## src/rtl/hazard_detection_unit.sv

```systemverilog
// ID-stage hazard detection: load-use and branch operand stalls, IF/ID flush.
// Optional performance counters under HAZ_PERF_CNT_EN.
module hazard_detection_unit #(
  parameter int CNT_W = 32
) (
  input  logic             clk_i,
  input  logic             rst_i,
  input  logic [4:0]       ID_RegRs,
  input  logic [4:0]       ID_RegRt,
  input  logic             ID_UsesRt,
  input  logic             ID_Branch,
  input  logic             ID_Jump,
  input  logic             Branch_taken,
  input  logic             EX_MemRead,
  input  logic             EX_RegWrite,
  input  logic [4:0]       EX_RegRd,
  input  logic             MEM_MemRead,
  input  logic [4:0]       MEM_RegRd,
  input  logic             Ext_stall,
  output logic             PC_Write,
  output logic             IFID_Write,
  output logic             IDEX_Bubble,
  output logic             IFID_Flush,
  output logic [CNT_W-1:0] Stall_cnt,
  output logic [CNT_W-1:0] Flush_cnt
);

  typedef enum logic {
    RUN  = 1'b0,
    HOLD = 1'b1
  } state_t;

  state_t     state;
  logic [1:0] remain;

  logic       ex_hit_s;
  logic       ex_hit_t;
  logic       ex_hit;
  logic       mem_hit_s;
  logic       mem_hit_t;
  logic       mem_hit;

  logic       ex_load_hit;
  logic       ex_alu_br_hit;
  logic       mem_load_br_hit;
  logic [1:0] n_req;

  logic       int_stall;
  logic       int_flush;
  logic       redirect;

  // Source-register matches; register 0 is never a real dependency
  always_comb begin
    ex_hit_s  = (EX_RegRd != 5'd0) && (EX_RegRd == ID_RegRs);
    ex_hit_t  = (EX_RegRd != 5'd0) && ID_UsesRt
              && (EX_RegRd == ID_RegRt);
    ex_hit    = ex_hit_s || ex_hit_t;
    mem_hit_s = (MEM_RegRd != 5'd0) && (MEM_RegRd == ID_RegRs);
    mem_hit_t = (MEM_RegRd != 5'd0) && ID_UsesRt
              && (MEM_RegRd == ID_RegRt);
    mem_hit   = mem_hit_s || mem_hit_t;
  end

  // Stall length required by the ID instruction (max over all cases)
  always_comb begin
    ex_load_hit     = EX_MemRead && ex_hit;
    ex_alu_br_hit   = ID_Branch && EX_RegWrite
                    && !EX_MemRead && ex_hit;
    mem_load_br_hit = ID_Branch && MEM_MemRead && mem_hit;
    n_req = 2'd0;
    if (ex_load_hit) begin
      n_req = ID_Branch ? 2'd2 : 2'd1;
    end else if (ex_alu_br_hit || mem_load_br_hit) begin
      n_req = 2'd1;
    end
  end

  // Internal stall/flush decision, before the global freeze
  always_comb begin
    redirect  = (ID_Branch && Branch_taken) || ID_Jump;
    int_stall = (state == HOLD)
             || ((state == RUN) && (n_req != 2'd0));
    int_flush = (state == RUN) && (n_req == 2'd0) && redirect;
  end

  // Output drive: reset, then global freeze, then internal stall/flush
  always_comb begin
    PC_Write    = 1'b1;
    IFID_Write  = 1'b1;
    IDEX_Bubble = 1'b0;
    IFID_Flush  = 1'b0;
    if (rst_i) begin
      PC_Write    = 1'b1;
      IFID_Write  = 1'b1;
      IDEX_Bubble = 1'b0;
      IFID_Flush  = 1'b0;
    end else if (Ext_stall) begin
      PC_Write    = 1'b0;
      IFID_Write  = 1'b0;
      IDEX_Bubble = 1'b0;
      IFID_Flush  = 1'b0;
    end else if (int_stall) begin
      PC_Write    = 1'b0;
      IFID_Write  = 1'b0;
      IDEX_Bubble = 1'b1;
      IFID_Flush  = 1'b0;
    end else if (int_flush) begin
      IFID_Flush  = 1'b1;
    end
  end

  // Stall FSM: length is latched at detection and then counted down
  always_ff @(posedge clk_i or posedge rst_i) begin
    if (rst_i) begin
      state  <= RUN;
      remain <= 2'd0;
    end else if (!Ext_stall) begin
      unique case (state)
        RUN: begin
          if (n_req == 2'd2) begin
            state  <= HOLD;
            remain <= n_req - 2'd1;
          end
        end
        HOLD: begin
          remain <= remain - 2'd1;
          if (remain <= 2'd1) begin
            state <= RUN;
          end
        end
        default: begin
          state  <= RUN;
          remain <= 2'd0;
        end
      endcase
    end
  end

`ifdef HAZ_PERF_CNT_EN
  // Performance counters, frozen during the global stall
  always_ff @(posedge clk_i or posedge rst_i) begin
    if (rst_i) begin
      Stall_cnt <= '0;
      Flush_cnt <= '0;
    end else if (!Ext_stall) begin
      if (int_stall) begin
        Stall_cnt <= Stall_cnt + 1'b1;
      end
      if (int_flush) begin
        Flush_cnt <= Flush_cnt + 1'b1;
      end
    end
  end
`else
  assign Stall_cnt = '0;
  assign Flush_cnt = '0;
`endif

endmodule

```

## config.mk

```make
export PLATFORM = sky130hd
export DESIGN_NAME = hazard_detection_unit
export DESIGN_NICKNAME = d
export VERILOG_FILES = /design/src/rtl/hazard_detection_unit.sv
export SDC_FILE = /design/constraint.sdc
export NUM_CORES = 1
export LEC_CHECK = 0
export BUFFER_PORTS_ARGS = -buffer_cell sky130_fd_sc_hd__buf_2
export CORE_MARGIN = 1
export CORE_UTILIZATION = 33
export DETAILED_ROUTE_END_ITERATION = 16
export PLACE_DENSITY_LB_ADDON = 0.15
export SYNTH_ARGS = -nofsm -noshare
export SYNTH_HDL_FRONTEND = slang
export SYNTH_SLANG_ARGS = --single-unit
```

## constraint.sdc

```tcl
create_clock -name clk_i -period 6.05 [get_ports clk_i]
set_input_delay 1.21 -clock clk_i [delete_from_list [all_inputs] [get_ports clk_i]]
set_output_delay 1.21 -clock clk_i [all_outputs]
set_load 0.05 [all_outputs]
```

Word level (Yosys, flattened, before mapping)
Index checks and enable logic that the tools add are counted.
Operators by class
  add/subtract/negate cells: 2
  order comparisons: 1
  equality and inequality tests: 6
  multiplexer cells: 18
  bitwise operators: 2
  reduce and logical (&&, ||, !) cells: 27
Operators by type and width (count)
  $eq A5 B5 Y1: 4
  $logic_and A1 B1 Y1: 16
  $mux W1: 13
  $reduce_bool A5 Y1: 2
  $mux W2: 3
  $logic_or A1 B1 Y1: 5
  $pmux W2 S2: 1
  $sub A2 B1 Y2 const B: 2
  $eq A2 B2 Y1 const B: 1
  $le A2 B1 Y1 const B: 1
  $logic_not A2 Y1: 1
  $ne A2 B1 Y1 const B: 1
  $not A1 Y1: 2
  $pmux W1 S2: 1
  $reduce_and A2 Y1: 1
  $reduce_bool A2 Y1: 1
  $logic_not A1 Y1: 1
Word-level totals
  bits in registers: 3
  input bits: 30
  output and inout port bits: 68
  word-level logic and storage cells: 58

Longest topological paths before layout
Gate-level depths: netlist of the first run.
  depth in word-level cells: 15
  gate-level depth with buffers: 9
  depth with buffers taken out: 9

Worst setup path after synthesis of the first run
Ideal clock, no wire load.
  path type: input to output
  start: input MEM_RegRd[0]
  end: output PC_Write
  arrival time: 3.867 ns
  required time: 4.840 ns
  slack: 0.973 ns
  stages: 8
  path buffers: 1
  cells stage by stage: or3_1 > o311a_1 > a32oi_1 > or3_4 > ha_1 > nand2_1 > o21ai_0 > buf_4
On the way
  cells in the longest elaborated chain, start to end: 14
Ends and longest elaborated chain
  from (decl): RTL line 18  | input logic [4:0] MEM_RegRd,
  $reduce_bool A5 Y1: RTL line 58, 59
  $logic_and A1 B1 Y1: RTL line 59  | mem_hit_t = (MEM_RegRd != 5'd0) && ID_UsesRt
  $logic_and A1 B1 Y1: RTL line 60  | && (MEM_RegRd == ID_RegRt);
  $logic_or A1 B1 Y1 *: RTL line 61  | mem_hit = mem_hit_s || mem_hit_t;
  $logic_and A1 B1 Y1 *: RTL line 69  | mem_load_br_hit = ID_Branch && MEM_MemRead && mem_hit;
  $logic_or A1 B1 Y1 *: RTL line 73  | end else if (ex_alu_br_hit || mem_load_br_hit) begin
  $mux W1 *: RTL line 73
  $mux W2 *: RTL line 71  | if (ex_load_hit) begin
  $reduce_bool A2 Y1 *: RTL line 82  | || ((state == RUN) && (n_req != 2'd0));
  $logic_and A1 B1 Y1 *: RTL line 82
  $logic_or A1 B1 Y1 *: RTL line 82
  $mux W1 * (3 in series)
  to (decl): RTL line 20  | output logic PC_Write,
Every way passes the cells marked *; elsewhere a longest branch is shown, timed or not.

Worst setup path after layout of the first run
  start: input EX_RegRd[4]
  end: output IDEX_Bubble
On the way
  cells in the longest elaborated chain, start to end: 14
Ends and longest elaborated chain
  from (decl): RTL line 16  | input logic [4:0] EX_RegRd,
  $reduce_bool A5 Y1: RTL line 54, 55
  $logic_and A1 B1 Y1: RTL line 55  | ex_hit_t = (EX_RegRd != 5'd0) && ID_UsesRt
  $logic_and A1 B1 Y1: RTL line 56  | && (EX_RegRd == ID_RegRt);
  $logic_or A1 B1 Y1 *: RTL line 57  | ex_hit = ex_hit_s || ex_hit_t;
  $logic_and A1 B1 Y1: RTL line 68  | && !EX_MemRead && ex_hit;
  $logic_or A1 B1 Y1: RTL line 73
  $mux W1: RTL line 73
  $mux W2 *: RTL line 71
  $reduce_bool A2 Y1 *: RTL line 82
  $logic_and A1 B1 Y1 *: RTL line 82
  $logic_or A1 B1 Y1 *: RTL line 82
  $mux W1 *: RTL line 102  | end else if (int_stall) begin
  $mux W1 *: RTL line 97  | end else if (Ext_stall) begin
  $mux W1 *: RTL line 92  | if (rst_i) begin
  to (decl): RTL line 22  | output logic IDEX_Bubble,
Marks and branches as above.

==> metrics.cfg, run 1 <==
[status]
status = finished, violations left
failed_checks = design-rule violations

[finish]
final_nets = 201
areaGrowthSynthToFinish_pct = -2.086
post-route-util = 0.3500
drive_gt1_frac = 0.2335
diodes = 0
stdcell_count = 198
design_area_um2 = 998.5

[flow_run]
maxCapViolCount = 0

[route]
vias = 747
dr.pass1.iters = 12
wire_per_inst_um = 7.879
final_antenna_net_count = 0
route.detailed.drc = 4
initialDrtViolationCount = 15
routed_via_density = 3.773
detail_route.wirelength_um = 1560

[placed_design]
post-place-ws_ns = 1.637
place_congestion = 0.7288
port_buffers = 33
dp_hpwl_um = 1471
placed_area_um2 = 972.2
dpl.cell_count = 194

[setup_path]
critPathRequiredTime_ns = 4.84
startpoint_type = input pin
worstPathArrival_ns = 3.19
reg2reg_slack_ns = 4.95
worstSetupPathType = input pin to output port
critPathMaxFanout = 3
critical_path.endpoint_type = output port

[worst_hold_path]
hold_path_class = register to register

[global_route]
grt_pass1_wl_um = 2456
grt_use_total = 0.09661
antenna_found_initial = 0
grt_max_degree = 9
grt_remaining_overflow = 0
grt_pass1_vias = 593

[timing]
fmax_mhz = 227.1
drv_slew = 0
hold-worst-slack_ns = 0.5275
finalCritPeriodShare = 0.7280
setup_violations = 0
hold_violations = 0
layout_min_cycle_time_ns = 4.404
rsz0062_at_grt = no
fin_skew_ns = 0.001278
fin_tns_setup_ns = 0
worst_slack_ns = 1.646

[synth]
ys.flop_type = dfrtp_1
yosysSeqAreaShare = 0.07362
synth.top_cells.by_area = buf_4 48%, xnor2_1 15%, dfrtp_1 7.4%, ha_1 3.7%, o21ai_0 2.0%
ys_warn_count = 0
yosys_register_bits = 3
ys_types = 28
synth.cell_area_um2 = 1020
synth_top_cell_by_area = buf_4
async_reset_ff_frac = 1.000
avgSynthCellArea_um2 = 7.725
synth_top_area_frac = 0.4785
synth-edff-count = 0
postSynthCellCount = 132

[clock_network]
cts_setup_buffers = 0
cts.repair.resized = 0
htreeDepth = 1
clk_pin_slew_ns = 0.04
clkSinkCount = 3
cts_made_buffers = 3
cts.path.max_buffers = 2
hold_buffers = 0
cts_tree = done
insertion_delay_ns = 0.23
cts_root_buffer = clkbuf_4

[pwr]
powerDensity_nw_per_um2 = 247.0
power_mw = 0.2466
ir_drop_v = 0.00006968
p_leak_nw = 0.5354

[floorplan]
design.core.area_um2 = 2853
initial_utilization = 0.3575
fp.dieH_um = 57.59
die_w_um = 57.59
row_count = 19
die-area_um2 = 3317
io_pins = 98

## path summary, 6_finish.rpt
path,from,cells after the start,end
worst max-delay path,EX_RegRd[4],9,IDEX_Bubble
worst min-delay path,remain[1],2,remain[1]
worst max register to register,state,4,remain[0]
worst min register to register,remain[1],2,remain[1]
max in group asynchronous,rst_i,2,remain[0]
min in group asynchronous,rst_i,2,remain[1]
## logic make-up after synthesis
family,share of synthesized area
AOI/OAI and AO/OA,0.1043
buffers and inverters,0.4932
xor gates and xnor gates,0.1718
and+or+nand+nor,0.1166
other,0.003677
adders and majority gates,0.03681
DFF,0.07362
## Yosys cell counts, types with 3 or more instances
cell type,n
nor2_1,4
inv_1,4
xnor2_1,18
dfrtp_1,3
o21ai_0,4
buf_4,65
ha_1,3
nand2_1,5
## sequential cells by signal (all words and copies together) (netlist names)
signal	count
remain	2
state	1
## critical path, stage by stage
cell and delay, ns:
buf_2 0.12, xnor2_1 0.18, nand3_1 0.11, o32ai_2 0.30
a32oi_1 0.14, or3_4 0.41, ha_1 0.22, a211oi_1 0.21
buf_2 0.29
## power by group
part | total (mW) | internal (mW) | switching [mW]
Sequential | 0.0388 | 0.0298 | 0.00903
Clock | 0.0342 | 0.0247 | 0.00957
Combinational | 0.174 | 0.0386 | 0.135
## area by class of cell
type,instances,area (um^2)
well taps,31,38.79
multi-input cells,123,678.2
inverters,4,15.01
flip-flops and latches,3,75.07
fillers,321,1854
clock buffers,4,26.28
repair buffers,33,165.2
## cell usage in the layout, fill, tap and decap left out, types with 2 or more instances in the layout
cell | Yosys | layout
nand2b_1 | 2 | 2
conb_1 | 1 | 64
nand2_1 | 5 | 5
nor2_1 | 4 | 4
xor2_1 | 2 | 2
nand3_1 | 2 | 2
dfrtp_1 | 3 | 3
o21ai_0 | 4 | 4
clkbuf_4 | 0 | 3
a211oi_1 | 2 | 2
buf_2 | 0 | 33
inv_1 | 4 | 4
nor3_1 | 2 | 2
xnor2_1 | 18 | 18
ha_1 | 3 | 3
nand4_1 | 2 | 2
## layer usage
layer	global-route usage	part of all wire	vias to the layer above
li1	-	-	377
met5	0	0	-
met4	0.04181	0	0
met1	0.1207	0.42	317
met3	0.02948	0.095	0
met2	0.1528	0.48	53
Power figures use the tool's default switching activity.
==> inputs of run 2 (changes only) <==
--- a/config.mk
+++ b/config.mk
@@ -5,6 +5,7 @@
 export SDC_FILE = /design/constraint.sdc
 export NUM_CORES = 1
 export LEC_CHECK = 0
+export ABC_AREA = 1
 export BUFFER_PORTS_ARGS = -buffer_cell sky130_fd_sc_hd__buf_2
 export CORE_MARGIN = 1
 export CORE_UTILIZATION = 33
==> constraint.sdc (replaced) <==
create_clock -name clk_i -period 4.1 [get_ports clk_i]
set_input_delay 0.82 -clock clk_i [delete_from_list [all_inputs] [get_ports clk_i]]
set_output_delay 0.82 -clock clk_i [all_outputs]
set_load 0.05 [all_outputs]
==> run 2 against run 1 <==
  * First-iteration DRC count grew to 3.3 times the previous value
  * Critical path depth is 1 higher
  * Hold slack worse by 0.051 ns
  * Clock-buffer cell count stayed put
  * Clock skew is 0.0016 ns higher
  * Global-route usage is 1.8 points higher
  * Cell area is 13% higher
  * Sequential share of layout area is 0.85 points lower
  * The run now ends clean
  * Largest power group unchanged
  * Power is 41% higher
  * Sequential power is 25% higher
  * Synthesized cell count is 42% higher
==> metrics.cfg, run 2 <==
[setup_path]
critical_path.endpoint_type = output port
crit_path_start = EX_RegRd[2]
critPathRequiredTime_ns = 3.28  ; -1.56 ns
r2r_start = remain[0]
crit_chain = buf_2, nor3_1, nand3_1, nand3_1, nand2_1, nand2_2, ha_1, nand2_1, nor4_1, buf_2
critPathSlowestCell = buf_2
worstSetupPathType = input pin to output port
worstPathArrival_ns = 2.37  ; -0.82 ns
cpPeakStageDelay_ns = 0.31  ; -0.10 ns
critPathMaxFanout = 4  ; +1
startpoint_type = input pin

[finish]
diodes = 0  ; unchanged
reg_top3 = remain x2, state x1
largest_register = remain
drive_gt1_frac = 0.2108  ; -0.02277
most-common-layout-cells = 64 x conb_1, 44 x nand2_1, 33 x buf_2
layout_commonest_cell = conb_1
areaGrowthSynthToFinish_pct = -0.4425
largest_reg_flops = 2  ; unchanged
n_fill_cell = 371  ; +16%
design_area_um2 = 1126  ; +13%
final_nets = 257  ; +28%

[clock_network]
cts.repair.resized = 0  ; unchanged
hold_buffers = 0  ; unchanged
cts_made_buffers = 3  ; unchanged
cts_setup_buffers = 0  ; unchanged
clkSinkCount = 3  ; unchanged
cts_tree = done
cts.path.max_buffers = 2  ; unchanged
insertion_delay_ns = 0.24  ; about the same
htreeDepth = 1  ; unchanged
clk_pin_slew_ns = 0.04  ; about the same
cts_root_buffer = clkbuf_4

[timing]
layout_min_cycle_time_ns = 3.191
drv_slew = 0  ; unchanged
hold_violations = 0  ; unchanged
fin_tns_setup_ns = 0  ; unchanged
fin_skew_ns = 0.002844  ; +0.001565 ns
rsz0062_at_grt = no
fmax_mhz = 313.4
finalCritPeriodShare = 0.7783
setup_violations = 0  ; unchanged
hold-worst-slack_ns = 0.4760  ; -0.05146 ns

[synth]
ys_types = 22  ; -21%
ys_warn_count = 0  ; unchanged
synth.cell_area_um2 = 1131  ; +11%
synth_top_area_frac = 0.4314  ; -0.04711
avgSynthCellArea_um2 = 6.016  ; -22%
synth.area.mux_share = 0  ; unchanged
yosys.area_share.xor_xnor = 0.03872  ; -0.1331
synth_top_family_by_area = buffers and inverters
yosys_register_bits = 3  ; unchanged
synth-edff-count = 0  ; unchanged
postSynthCellCount = 188  ; +42%
synthTopCellsByCount = 65 x buf_4, 44 x nand2_1, 19 x inv_1, 16 x nor2_1, 8 x o21ai_0
yosys.area_share.simple = 0.2865  ; +0.1699
yosysSeqAreaShare = 0.06637  ; -0.007248
synth_compound_area_frac = 0.06084  ; -0.04345
synth_top_cell_by_area = buf_4
async_reset_ff_frac = 1.000  ; unchanged
ys.flop_type = dfrtp_1
synth-adder-area-share = 0.03319  ; -0.003624
synth.top_cells.by_area = buf_4 43%, nand2_1 15%, dfrtp_1 6.6%, inv_1 6.3%, nor2_1 5.3%
yosysMostFrequentCell = buf_4

[flow_run]
maxCapViolCount = 0  ; unchanged

[floorplan]
row_count = 20  ; +1
fp.dieH_um = 60.55  ; +5.1%
io_pins = 98  ; unchanged
die_w_um = 60.55  ; +5.1%
design.core.area_um2 = 3153  ; +11%
die-area_um2 = 3666  ; +11%
initial_utilization = 0.3587  ; +0.001274

[route]
final_antenna_net_count = 0  ; unchanged
vias = 971  ; +30%
dr.pass1.iters = 4  ; -8
initialDrtViolationCount = 50  ; +35
route.detailed.drc = 0  ; -4
detail_route.wirelength_um = 2061  ; +32%
wire_per_inst_um = 7.719  ; -2.0%
routed_via_density = 3.637  ; -3.6%

[global_route]
grt_pass1_vias = 772  ; +30%
grt_remaining_overflow = 0  ; unchanged
grt_use_total = 0.1144  ; +0.01779
grt_max_degree = 7  ; -2
antenna_found_initial = 0  ; unchanged
grt_pass1_wl_um = 3146  ; +28%

[status]
status = completed

[placed_design]
placed_area_um2 = 1100  ; +13%
place_congestion = 0.7745  ; +6.3%
port_buffers = 33  ; unchanged
dp_hpwl_um = 1856  ; +26%

[pwr]
power_mw = 0.3469  ; +41%
ir_drop_v = 0.00007483  ; +7.4%
powerDensity_nw_per_um2 = 308.1  ; +25%
p_leak_nw = 0.7643  ; +43%

[worst_hold_path]
hold_path_class = input pin to async pin

[run 2: worst paths after layout]
kind | to | slack, ns | cells past startpoint
worst max register to register | remain[1] | 3.03 | 3
max in group asynchronous | state | 3.48 | 2
worst max-delay path | IFID_Flush | 0.91 | 10
worst min register to register | remain[1] | 0.55 | 2
min in group clk_i | remain[1] | 0.55 | 2
worst min-delay path | remain[0] | 0.48 | 2
[run 2: logic make-up after synthesis]
kind of cell,count (synthesis)
other,1
and+or+nand+nor,75
DFF,3
AOI/OAI and AO/OA,12
buffers and inverters,89
xor gates and xnor gates,5
adders and majority gates,3
[run 2: layer usage]
| metal | wire length, um | up-vias | share of wire | global-route usage |
|---|---|---|---|---|
| li1 | - | 509 | - | - |
| met1 | 963 | 397 | 0.47 | 0.1603 |
| met2 | 888 | 65 | 0.43 | 0.1805 |
| met3 | 209 | 0 | 0.10 | 0.01493 |
| met4 | 0 | 0 | 0 | 0.03896 |
| met5 | 0 | - | 0 | 0 |
[run 2: metrics by stage]
| stage | setup WS, ns | util | std cells |
|---|---|---|---|
| 6_report | 0.9091 | 0.3571 | 267 |
| 5_1_grt | 0.6509 | 0.3571 | 267 |
| 3_5_place_dp | 0.8347 | 0.3488 | 263 |
| 4_1_cts | 0.8319 | 0.3571 | 267 |
| 2_1_floorplan | 0.1472 | - | 251 |
| 3_3_place_gp | 0.8606 | 0.3488 | 263 |
[run 2: layout make-up]
type | instances | area (um^2) | share of cell area
sequential | 3 | 75.07 | 0.06667
multi-input combinational | 159 | 714.4 | 0.6344
tap | 44 | 55.05 | 0.04889
timing repair buffer | 33 | 165.2 | 0.1467
clock buffer | 4 | 26.28 | 0.02333
inverter | 24 | 90.09 | 0.08000
[run 2: worst max-delay path, delay by kind of cell]
kind	cells	cell delay [ns]
fa+ha+maj	1	0.14
simple gates	7	0.97
buf+inv	2	0.43
[run 2: report_power, final]
group / leakage, nW / total, mW / internal, mW / switching, mW
registers: 0.0348 / 0.0484 / 0.0415 / 0.00687
clock network: 0.0150 / 0.0528 / 0.0365 / 0.0163
logic: 0.715 / 0.246 / 0.0421 / 0.204
